$ cat config.mk
export PLATFORM = sky130hd
export DESIGN_NAME = pool_stream_collector_flat
export DESIGN_NICKNAME = d
export VERILOG_FILES = /design/src/rtl/pool_stream_collector_pkg.sv /design/src/rtl/pool_stream_collector_if.sv /design/src/rtl/pool_stream_collector_fifo.sv /design/src/rtl/pool_stream_collector.sv /design/src/flat_wrapper.sv
export SDC_FILE = /design/constraint.sdc
export NUM_CORES = 1
export LEC_CHECK = 0
export ABC_AREA = 1
export ABC_CLOCK_PERIOD_IN_PS = 6050
export CAP_MARGIN = 5
export CORE_ASPECT_RATIO = 0.75
export CORE_MARGIN = 10
export CORE_UTILIZATION = 54
export CTS_BUF_LIST = sky130_fd_sc_hd__clkbuf_8
export CTS_CLUSTER_SIZE = 8
export DETAILED_ROUTE_END_ITERATION = 8
export GPL_ROUTABILITY_DRIVEN = 0
export MAX_ROUTING_LAYER = met4
export PLACE_DENSITY = 0.71
export REMOVE_ABC_BUFFERS = 1
export SYNTH_ARGS = -nofsm -noshare
export SYNTH_HDL_FRONTEND = slang
export SYNTH_SLANG_ARGS = --single-unit
$ cat constraint.sdc
create_clock -name clk -period 6.05 [get_ports clk]
set_input_delay 1.21 -clock clk [delete_from_list [all_inputs] [get_ports clk]]
set_output_delay 1.21 -clock clk [all_outputs]
set_load 0.02 [all_outputs]
$ cat src/rtl/pool_stream_collector_pkg.sv
// Shared types and sizing for the pooled-stream collector: sample geometry,
// FIFO entry layout and the frame FSM states.
package pool_stream_collector_pkg;
   localparam int CH         = 5;
   localparam int DW         = 10;
   localparam int DEPTH      = 16;
   localparam int FRAME_LEN  = 64;
   localparam int SKIP_FIRST = 1;
   localparam int DATA_W     = CH * DW;
   localparam int ENTRY_W    = DATA_W + 1;
   localparam int LVL_W      = $clog2(DEPTH + 1);

   typedef enum logic [1:0] {
      ST_IDLE,
      ST_SKIP,
      ST_COLLECT,
      ST_DONE
   } state_e;

   // last marker rides in the MSB so the head word decodes directly
   typedef struct packed {
      logic              last;
      logic [DATA_W-1:0] data;
   } entry_t;
endpackage

$ cat src/rtl/pool_stream_collector_if.sv
// Pool-side strobe stream in, valid/ready sample stream out, plus status.
interface pool_stream_collector_if;
   import pool_stream_collector_pkg::*;

   logic              frame_act;
   logic              in_val;
   logic [DATA_W-1:0] in_data;
   logic              out_valid;
   logic              out_ready;
   logic [DATA_W-1:0] out_data;
   logic              out_last;
   logic              frame_done;
   logic              overflow;
   logic [LVL_W-1:0]  level;

   modport slave (
      input  frame_act, in_val, in_data, out_ready,
      output out_valid, out_data, out_last, frame_done, overflow, level
   );

   modport master (
      output frame_act, in_val, in_data, out_ready,
      input  out_valid, out_data, out_last, frame_done, overflow, level
   );
endinterface

$ cat src/rtl/pool_stream_collector_fifo.sv
// First-word-fall-through FIFO; head word is visible combinationally while
// not empty. Pointers carry an extra wrap bit to separate full from empty.
module sync_fifo_fwft #(
   parameter int WIDTH = 51,
   parameter int DEPTH = 16
) (
   input  logic                     clk,
   input  logic                     rst,
   input  logic                     push_i,
   input  logic [WIDTH-1:0]         wdata_i,
   input  logic                     pop_i,
   output logic [WIDTH-1:0]         rdata_o,
   output logic                     full_o,
   output logic                     empty_o,
   output logic [$clog2(DEPTH):0]   level_o
);
   localparam int AW = $clog2(DEPTH);

   logic [AW:0]      wr_q, rd_q;
   logic [WIDTH-1:0] mem_q [DEPTH];
   logic             do_push, do_pop;

   assign empty_o = (wr_q == rd_q);
   assign full_o  = (wr_q[AW] != rd_q[AW]) && (wr_q[AW-1:0] == rd_q[AW-1:0]);
   assign level_o = wr_q - rd_q;
   assign rdata_o = mem_q[rd_q[AW-1:0]];

   // a pop in the same cycle frees the slot a full-FIFO push needs
   assign do_pop  = pop_i & ~empty_o;
   assign do_push = push_i & (~full_o | do_pop);

   always_ff @(posedge clk or posedge rst) begin
      if (rst) begin
         wr_q <= '0;
         rd_q <= '0;
      end else begin
         if (do_push) wr_q <= wr_q + 1'b1;
         if (do_pop)  rd_q <= rd_q + 1'b1;
      end
   end

   always_ff @(posedge clk) begin
      if (do_push) mem_q[wr_q[AW-1:0]] <= wdata_i;
   end
endmodule

$ cat src/rtl/pool_stream_collector.sv
// Frame-aware collector: drops the leading bogus strobes of each frame,
// buffers FRAME_LEN samples and replays them with an end-of-frame marker.
module pool_stream_collector
   import pool_stream_collector_pkg::*;
#(
   parameter int FRAME_LEN  = pool_stream_collector_pkg::FRAME_LEN,
   parameter int SKIP_FIRST = pool_stream_collector_pkg::SKIP_FIRST
) (
   input logic                    clk,
   input logic                    rst,
   pool_stream_collector_if.slave bus
);
   localparam int SW  = $clog2(FRAME_LEN + 1);
   localparam int SKW = (SKIP_FIRST > 0) ? $clog2(SKIP_FIRST + 1) : 1;

   state_e          state_q;
   logic            fa_q;
   logic [SW-1:0]   samp_cnt_q;
   logic [SKW-1:0]  skip_cnt_q;
   logic [SKW-1:0]  skip_d;
   logic            overflow_q;
   logic            frame_done_q;
   logic            rise, push, pop, is_last;
   logic            full, empty;
   entry_t          wr_e, head_e;
   logic [LVL_W-1:0] level;

   assign rise    = bus.frame_act & ~fa_q;
   assign is_last = (samp_cnt_q == SW'(FRAME_LEN - 1));
   assign skip_d  = skip_cnt_q + 1'b1;
   assign push    = (state_q == ST_COLLECT) & bus.in_val & bus.frame_act;
   assign pop     = bus.out_valid & bus.out_ready;

   assign wr_e.last = is_last;
   assign wr_e.data = bus.in_data;

   always_ff @(posedge clk or posedge rst) begin
      if (rst) begin
         state_q      <= ST_IDLE;
         fa_q         <= 1'b0;
         samp_cnt_q   <= '0;
         skip_cnt_q   <= '0;
         overflow_q   <= 1'b0;
         frame_done_q <= 1'b0;
      end else begin
         fa_q         <= bus.frame_act;
         frame_done_q <= 1'b0;
         if (!bus.frame_act) begin
            state_q <= ST_IDLE;
         end else if (rise) begin
            state_q    <= (SKIP_FIRST == 0) ? ST_COLLECT : ST_SKIP;
            samp_cnt_q <= '0;
            skip_cnt_q <= '0;
            overflow_q <= 1'b0;
         end else begin
            case (state_q)
               ST_SKIP: if (bus.in_val) begin
                  skip_cnt_q <= skip_d;
                  if (skip_d == SKW'(SKIP_FIRST)) state_q <= ST_COLLECT;
               end
               // dropped samples still advance samp_cnt to keep frame alignment
               ST_COLLECT: if (bus.in_val) begin
                  samp_cnt_q <= samp_cnt_q + 1'b1;
                  if (is_last) begin
                     state_q      <= ST_DONE;
                     frame_done_q <= 1'b1;
                  end
               end
               default: ;
            endcase
         end
         if (push && full && !pop) overflow_q <= 1'b1;
      end
   end

   sync_fifo_fwft #(.WIDTH(ENTRY_W), .DEPTH(DEPTH)) u_fifo (
      .clk     (clk),
      .rst     (rst),
      .push_i  (push),
      .wdata_i (wr_e),
      .pop_i   (pop),
      .rdata_o (head_e),
      .full_o  (full),
      .empty_o (empty),
      .level_o (level)
   );

   // stale RAM contents never leak onto the bus while empty
   assign bus.out_valid  = ~empty;
   assign bus.out_data   = empty ? '0 : head_e.data;
   assign bus.out_last   = ~empty & head_e.last;
   assign bus.frame_done = frame_done_q;
   assign bus.overflow   = overflow_q;
   assign bus.level      = level;
endmodule

$ cat src/flat_wrapper.sv
// flat-port wrapper written by rule: the top's interface ports become plain ports
module pool_stream_collector_flat import pool_stream_collector_pkg::*;
#(
   parameter int FRAME_LEN  = pool_stream_collector_pkg::FRAME_LEN,
   parameter int SKIP_FIRST = pool_stream_collector_pkg::SKIP_FIRST
)
  (clk, rst, bus_frame_act, bus_in_val, bus_in_data, bus_out_ready, bus_out_valid, bus_out_data, bus_out_last, bus_frame_done, bus_overflow, bus_level);
  pool_stream_collector_if bus_i ();
  input logic clk;
  input logic rst;
  input wire logic [$bits(bus_i.frame_act)-1:0] bus_frame_act;
  input wire logic [$bits(bus_i.in_val)-1:0] bus_in_val;
  input wire logic [$bits(bus_i.in_data)-1:0] bus_in_data;
  input wire logic [$bits(bus_i.out_ready)-1:0] bus_out_ready;
  output wire logic [$bits(bus_i.out_valid)-1:0] bus_out_valid;
  output wire logic [$bits(bus_i.out_data)-1:0] bus_out_data;
  output wire logic [$bits(bus_i.out_last)-1:0] bus_out_last;
  output wire logic [$bits(bus_i.frame_done)-1:0] bus_frame_done;
  output wire logic [$bits(bus_i.overflow)-1:0] bus_overflow;
  output wire logic [$bits(bus_i.level)-1:0] bus_level;
  assign bus_i.frame_act = bus_frame_act;
  assign bus_i.in_val = bus_in_val;
  assign bus_i.in_data = bus_in_data;
  assign bus_i.out_ready = bus_out_ready;
  assign bus_out_valid = bus_i.out_valid;
  assign bus_out_data = bus_i.out_data;
  assign bus_out_last = bus_i.out_last;
  assign bus_frame_done = bus_i.frame_done;
  assign bus_overflow = bus_i.overflow;
  assign bus_level = bus_i.level;
  pool_stream_collector #(.FRAME_LEN(FRAME_LEN), .SKIP_FIRST(SKIP_FIRST)) u_core (.clk(clk), .rst(rst), .bus(bus_i));
endmodule
Word-level counts from Yosys, hierarchy flattened
Memories as Yosys holds them, arrays and structs flattened.
Index checks and enable logic that the tools add are counted.

cells by class
  bitwise gates (word level) = 11
  add/sub/neg operators = 5
  eq/ne operators = 11
  reduce and logical (&&, ||, !) cells = 13
  multiplexer cells = 24

operators by type and width
  kind                   number
  $mux W50               1
  $mux W7                3
  $mux W1                13
  $mux W2                6
  $add A5 B1 Y5 const B  2
  $reduce_bool A2 Y1     5
  $ne A4 B2 Y1 const B   2
  $ne A4 B3 Y1 const B   2
  $add A7 B1 Y7 const B  1
  $and A1 B1 Y1          7
  $eq A7 B6 Y1 const B   1
  $reduce_and A3 Y1      2
  $eq A5 B5 Y1           1
  $reduce_and A5 Y1      1
  $sub A5 B5 Y5          1
  $eq A4 B4 Y1           1
  $ne A4 B1 Y1 const B   1
  $pmux W2 S2            1
  $logic_and A1 B1 Y1    3
  $not A1 Y1             3
  $eq A2 B1 Y1 const B   1
  $eq A2 B2 Y1 const B   1
  $reduce_and A2 Y1      1
  $add A1 B1 Y1 const B  1
  3 further kinds        3

storage, ports and cells
  bits in writable memories = 816
  memories kept = 1
  bits in registers = 23
  output and inout bits = 59

memory list
  name                 depth  bits a word  read ports  clocked after memory_dff  write ports  RTL line                          source
  u_core.u_fifo.mem_q  16     51           1           0                         1            pool_stream_collector_fifo.sv:20  logic [WIDTH-1:0] mem_q [DEPTH];

Longest topological paths before layout
  depth in word-level cells = 8
  gate-level depth with buffers = 13
  depth with buffers taken out = 10

Cells and area by module
Synthesis repeated with hierarchy kept, for this count alone.

unflattened totals
  cell total of the unflattened synthesis = 3,804
  area, all modules = 37,307.0 µm²

by module, submodules not included
  module                 area an instance (µm²)  times used  seq. area each (µm²)  cells an instance
  sync_fifo_fwft         36,229.7                1           24,753.7              3,612
  pool_stream_collector  1,077.3                 1           325.3                 192

Least setup slack after synthesis
Ideal clock, no wire load.

  path type = input -> register
  start point = input bus_frame_act
  end point = memory u_core.u_fifo.mem_q[11][0] (enable)
  arrival = 4.066 ns
  stages = 8
  required time = 5.590 ns
  buffers on the path = 0
  setup slack = 1.524 ns
  cell sequence = inv_1 > nor2_2 > nand2_1 > inv_1 > nand2_2 > inv_2 > nand2_4 > nor2_1

on the way
  cells in the longest elaborated chain, start to end = 4

ends and longest elaborated chain
  what                           RTL line                          source
  start: declaration             flat_wrapper.sv:11                input wire logic [$bits(bus_i.frame_act)-1:0] bus_frame_act;
  $and A1 B1 Y1                  pool_stream_collector.sv:31       assign push = (state_q == ST_COLLECT) & bus.in_val & bus.frame_act;
  $and A1 B1 Y1                  pool_stream_collector_fifo.sv:30  assign do_push = push_i & (~full_o | do_pop);
  $mux W1                        pool_stream_collector_fifo.sv:43  if (do_push) mem_q[wr_q[AW-1:0]] <= wdata_i;
  $mux W1 (implied by the code)  pool_stream_collector_fifo.sv:43
  end: declaration               pool_stream_collector_fifo.sv:20

No other way between the ends.

Worst setup path in the final report
  start point = register u_core.u_fifo.rd_q[3]
  end point = output bus_out_data[36]

on the way
  cells in the longest elaborated chain, start to end = 2
  elaborated cells on any way between the ends = 3
  classes of those cells = eq/ne (1); mux (1); memory (1)

ends and longest elaborated chain
  what                                                    RTL line                          source
  start: declaration                                      pool_stream_collector_fifo.sv:19  logic [AW:0] wr_q, rd_q;
  start signal: assignment                                pool_stream_collector_fifo.sv:38  if (do_pop) rd_q <= rd_q + 1'b1;
  $mem_v2 Z16 W51 / $eq A5 B5 Y1 (equally long branches)  n/a
  $mux W50 *                                              pool_stream_collector.sv:90       assign bus.out_data = empty ? '0 : head_e.data;
  end: declaration                                        flat_wrapper.sv:16                output wire logic [$bits(bus_i.out_data)-1:0] bus_out_data;

Mark *: on every way between the ends. The rest lies on a longest branch, timed or not.

==> results.txt <==
The flow ran to the end, and the final reports show no timing, DRC or antenna violations. The fraction of power spent switching nets is 39.2%, and the die outline height is 245 um. Flip-flop and latch count after synthesis: 839.

Setup repair after global routing left no endpoint under its margin. The power share of the sequential group was 36.8%; the reg2reg setup slack was 2.07 ns. The run gives 3,770 as the number of nets in the final layout. The endpoint identified for the worst register-to-register timing path is u_core.u_fifo.mem_q[0][31]. VDD sags by at most 0.000518 V.

The worst setup path is captured at an output pin. Entering global routing, the biggest net connects 185 pins. For the post-layout utilization of the core, the log shows 61.0%.

The floorplan step set the die width to 320 um. The H-tree generated during clock tree synthesis spans 4 levels. The post-layout instance area was 0.0407 sq mm; the arrival time reported for the critical path endpoint was 4.01 ns. The worst setup path is launched from a flop. The run gives 88,700 um as the detailed-route wire length. For this design, the sink count on the clock tree is 839. The initial utilization of the core area, before any placement, comes to 54.5%. The multi-input logic area came out at 0.00840 sq mm. For the total area of sequential cells, the log shows 0.0251 sq mm.

The combined buffer and inverter count along the critical path was 4. The power per cell area is 439 mW/mm^2, and the number of cells traversed by the worst hold path is 2. The time the worst path needs with I/O delays and setup was 5.22 ns; the sequential element share of the synthesized area was 68.8%. The design draws 17.9 mW. Classification of the worst setup path: flop to output pin. The distinct cell type count of the synthesized netlist was 28. The clock passes through at most 3 buffers. Hold repair after CTS inserted 0 buffers. After clock tree synthesis, the setup repair step added 0 buffers. The signed area change from the synthesized netlist to the final layout is 11.8%, and the total count of max-transition violations in the final report is 0. The layout has 5,274 filler cells. Post-CTS repair changed the size of 0 cells. The core region is 0.0668 sq mm. The analysis attributes to net switching a power of 7.01 mW.

The post-synthesis instance area is 0.0364 sq mm. Setup slack closes at 0.834 ns. Worst slack after detailed placement: 1.64 ns.

Number of placed I/O pins: 114. Period utilization: 86.2%. The critical path goes through clkinv_2, nor2_4, buf_4, nand2_1, nand2_1, inv_1, a21oi_1, clkdlybuf4s50_1. The total overflow left after global routing is 0. TritonCTS built the clock tree.

The initial antenna violation count is 4, and the number of rows created at floorplan is 82. Detailed routing inserted a total of 24,400 vias. Derived from the worst setup path, the maximum achievable clock frequency is 192 MHz. The cell type group with the largest total delay on the critical path is buffers and inverters. Number of global-route vias before repair: 23,000.

The first global-routing pass estimated 134,000 um of wire. After detailed routing, the average wire length per cell comes to 19.0 um. The class of the worst hold path is flop to flop.

Measured against its own limit, the worst slew margin works out to 28.5%. The clock reaches the later pin of the worst-skew pair after 0.77 ns. The per-instance average area after synthesis is 10.2 sq um, and the final count of negative-setup-slack endpoints is 0. In the synthesized netlist the dominant register cell turns out to be edfxtp_1.

On the final layout, the worst clock skew is 0.0244 ns. The mean number of vias per cell works out to 5.23. The CTS buffer count was 133. The fraction of registers with async set or reset after synthesis works out to 2.74%.

The count of nets left with antenna violations once routing finished came out at 0. The startpoint of the tightest hold check path is u_core.bus.overflow. The worst-case hold path end point was u_core.bus.overflow. The tool flagged a number of max-cap violations equal to 0. The buffer type at the clock tree root was clkbuf_8.

The post-route DRC violation count is 0, and the number of enable flip-flop cells after synthesis is 816. Most prevalent standard cell on the critical path: nand2_1. For this run, the number of Yosys warnings is 0. The aggregate global-route resource usage came out at 22.9%. For the cell area reported after detailed placement, the log shows 0.0385 sq mm. In this run the worst path has a maximum fanout of 51. Actual slew at the worst max-slew pin: 1.07 ns. Hold violation total from the final report: 0. The fraction of power consumed by combinational cells was 39.6%; the quantity of I/O buffers inserted on ports was 113. The share of cells above drive strength 1 is 6.19%.

The tools report the cell leakage power as 17.6 nW. The post-detailed-placement half-perimeter wirelength is 45,700 um, and the detailed router's first-iteration violation count is 2,725. The run gives 10.9 mW as the total internal power. For the required time reported for the critical path endpoint, the log shows 4.84 ns. After clock tree synthesis, the clock-pin slew on the worst setup and hold paths is 0.06 ns. The startpoint identified for the worst register-to-register timing path is u_core.u_fifo.rd_q[3]. For the area enclosed by the die boundary, the log shows 0.0784 sq mm.

The slowest stage of the critical path belongs to the cell buf_4. Measured in cells, the most critical reg-to-reg path has a length of 10. In this design, the stage delay of the slowest critical-path cell is 0.70 ns.

The first TritonRoute pass finished after 5 iterations. The clock network accounts for 23.6% of the total power. The tools report the gate count of the mapped netlist as 3,576.
## power by group through the flow
stage                     clock network [mW]  registers [mW]  logic, mW
final                                   4.21            6.57       7.08
after global placement                     0            6.68       7.02
after CTS                               4.28            6.57       7.11
after detailed placement                   0            6.69       7.07
after global routing                    4.55            6.58       7.78
after floorplan                            0            7.02       4.32
## worst reg2reg max path, cell delays in order, from the launching register on
cell and delay [ns]:
dfrtp_1 0.36, clkinv_2 0.69, ha_1 0.67, nand4_1 0.18
nor2_1 0.06, nand2_1 0.09, nand2_2 0.12, inv_2 0.23
nand2_4 0.14, nor2_4 0.76, buf_4 0.36
## placed cells by master, fill, tap and decap left out, types with 4 or more instances in the layout
cell type        count
inv_1              629
nand2_1           1427
clkdlybuf4s50_1    113
nor2_4              19
dfrtp_1             20
clkinv_2             4
xnor2_1              4
nand3_1            420
nor2_1               8
clkinvlp_4           7
buf_12              14
o21ai_0             12
a21oi_1             56
ha_1                10
nand4_1              5
clkbuf_8           138
buf_4               34
edfxtp_1           816
diode_2              4
clkinv_1            18
xor2_1               7
nand2_4              4
## cells in the mapped netlist, types with 6 or more instances
cell type  number  share of area, %
dfrtp_1        23               1.6
nand2_1      1427                15
clkbuf_1       23              0.24
o21ai_0        12              0.16
buf_4          13              0.27
a21oi_1        56              0.77
nor2_1         25              0.26
xor2_1          7              0.17
ha_1           10              0.34
edfxtp_1      816                67
buf_6           6              0.19
inv_1         585               6.0
buf_2         117               1.6
nand3_1       420               5.8
buf_1           9             0.093
## stage by stage
stage | TNS [ns] | hold slack (ns) | instances
floorplan | -4204.37 | 0.488 | 3408
global placement | 0 | 0.512 | 4451
detailed placement | 0 | 0.481 | 4451
CTS | 0 | 0.517 | 4663
global route | 0 | 0.554 | 4667
finish | 0 | 0.513 | 4667
## sequential cells by signal (all words and copies together), names as in the netlist
| name | count |
|---|---|
| u_core.bus.overflow | 1 |
| u_core.samp_cnt_q | 7 |
| u_core.skip_cnt_q | 1 |
| u_core.u_fifo.mem_q | 816 |
| u_core.u_fifo.rd_q | 5 |
| u_core.u_fifo.wr_q | 5 |
| u_core.state_q | 2 |
| u_core.fa_q | 1 |
| u_core.bus.frame_done | 1 |
## worst max-delay path by stage
stage	startpoint	to	slack (ns)	cells past startpoint
after floorplan	u_core.u_fifo.rd_q[0]	bus_out_data[0]	-10.67	8
after CTS	u_core.u_fifo.rd_q[3]	bus_out_data[34]	0.76	8
after detailed placement	u_core.u_fifo.rd_q[3]	bus_out_data[7]	1.64	8
final	u_core.u_fifo.rd_q[3]	bus_out_data[36]	0.83	8
after global placement	u_core.u_fifo.rd_q[3]	bus_out_data[7]	1.66	8
after global routing	u_core.u_fifo.rd_q[3]	bus_out_data[19]	0.67	8
## layout make-up
type                    count  share of cell area, %
diodes                      4                 0.0246
well taps                 882                   2.71
repair buffers            161                   4.09
clock inverters            74                  0.790
clock buffers             138                   4.66
multi-input cells        1978                   20.6
inverters                 591                   5.49
flip-flops and latches    839                   61.6
## per-layer routing
metal	wire, um	track usage (%)	up-vias
met3	8150	4.74	141
met5	0	-	-
met2	39200	33.1	1027
met1	39500	32.3	11600
li1	-	-	11700
met4	1960	7.52	0
## logic make-up after synthesis
| group | after synthesis | share of synthesized area, % |
|---|---|---|
| AND/OR/NAND/NOR | 1887 | 21.1 |
| XOR/XNOR | 11 | 0.264 |
| AO/OA/AOI/OAI | 69 | 0.965 |
| adder cells (fa/ha/maj) | 11 | 0.398 |
| flip-flops | 839 | 68.8 |
| buffers and inverters | 759 | 8.49 |
Note: power is estimated with default switching activity, not from simulation.
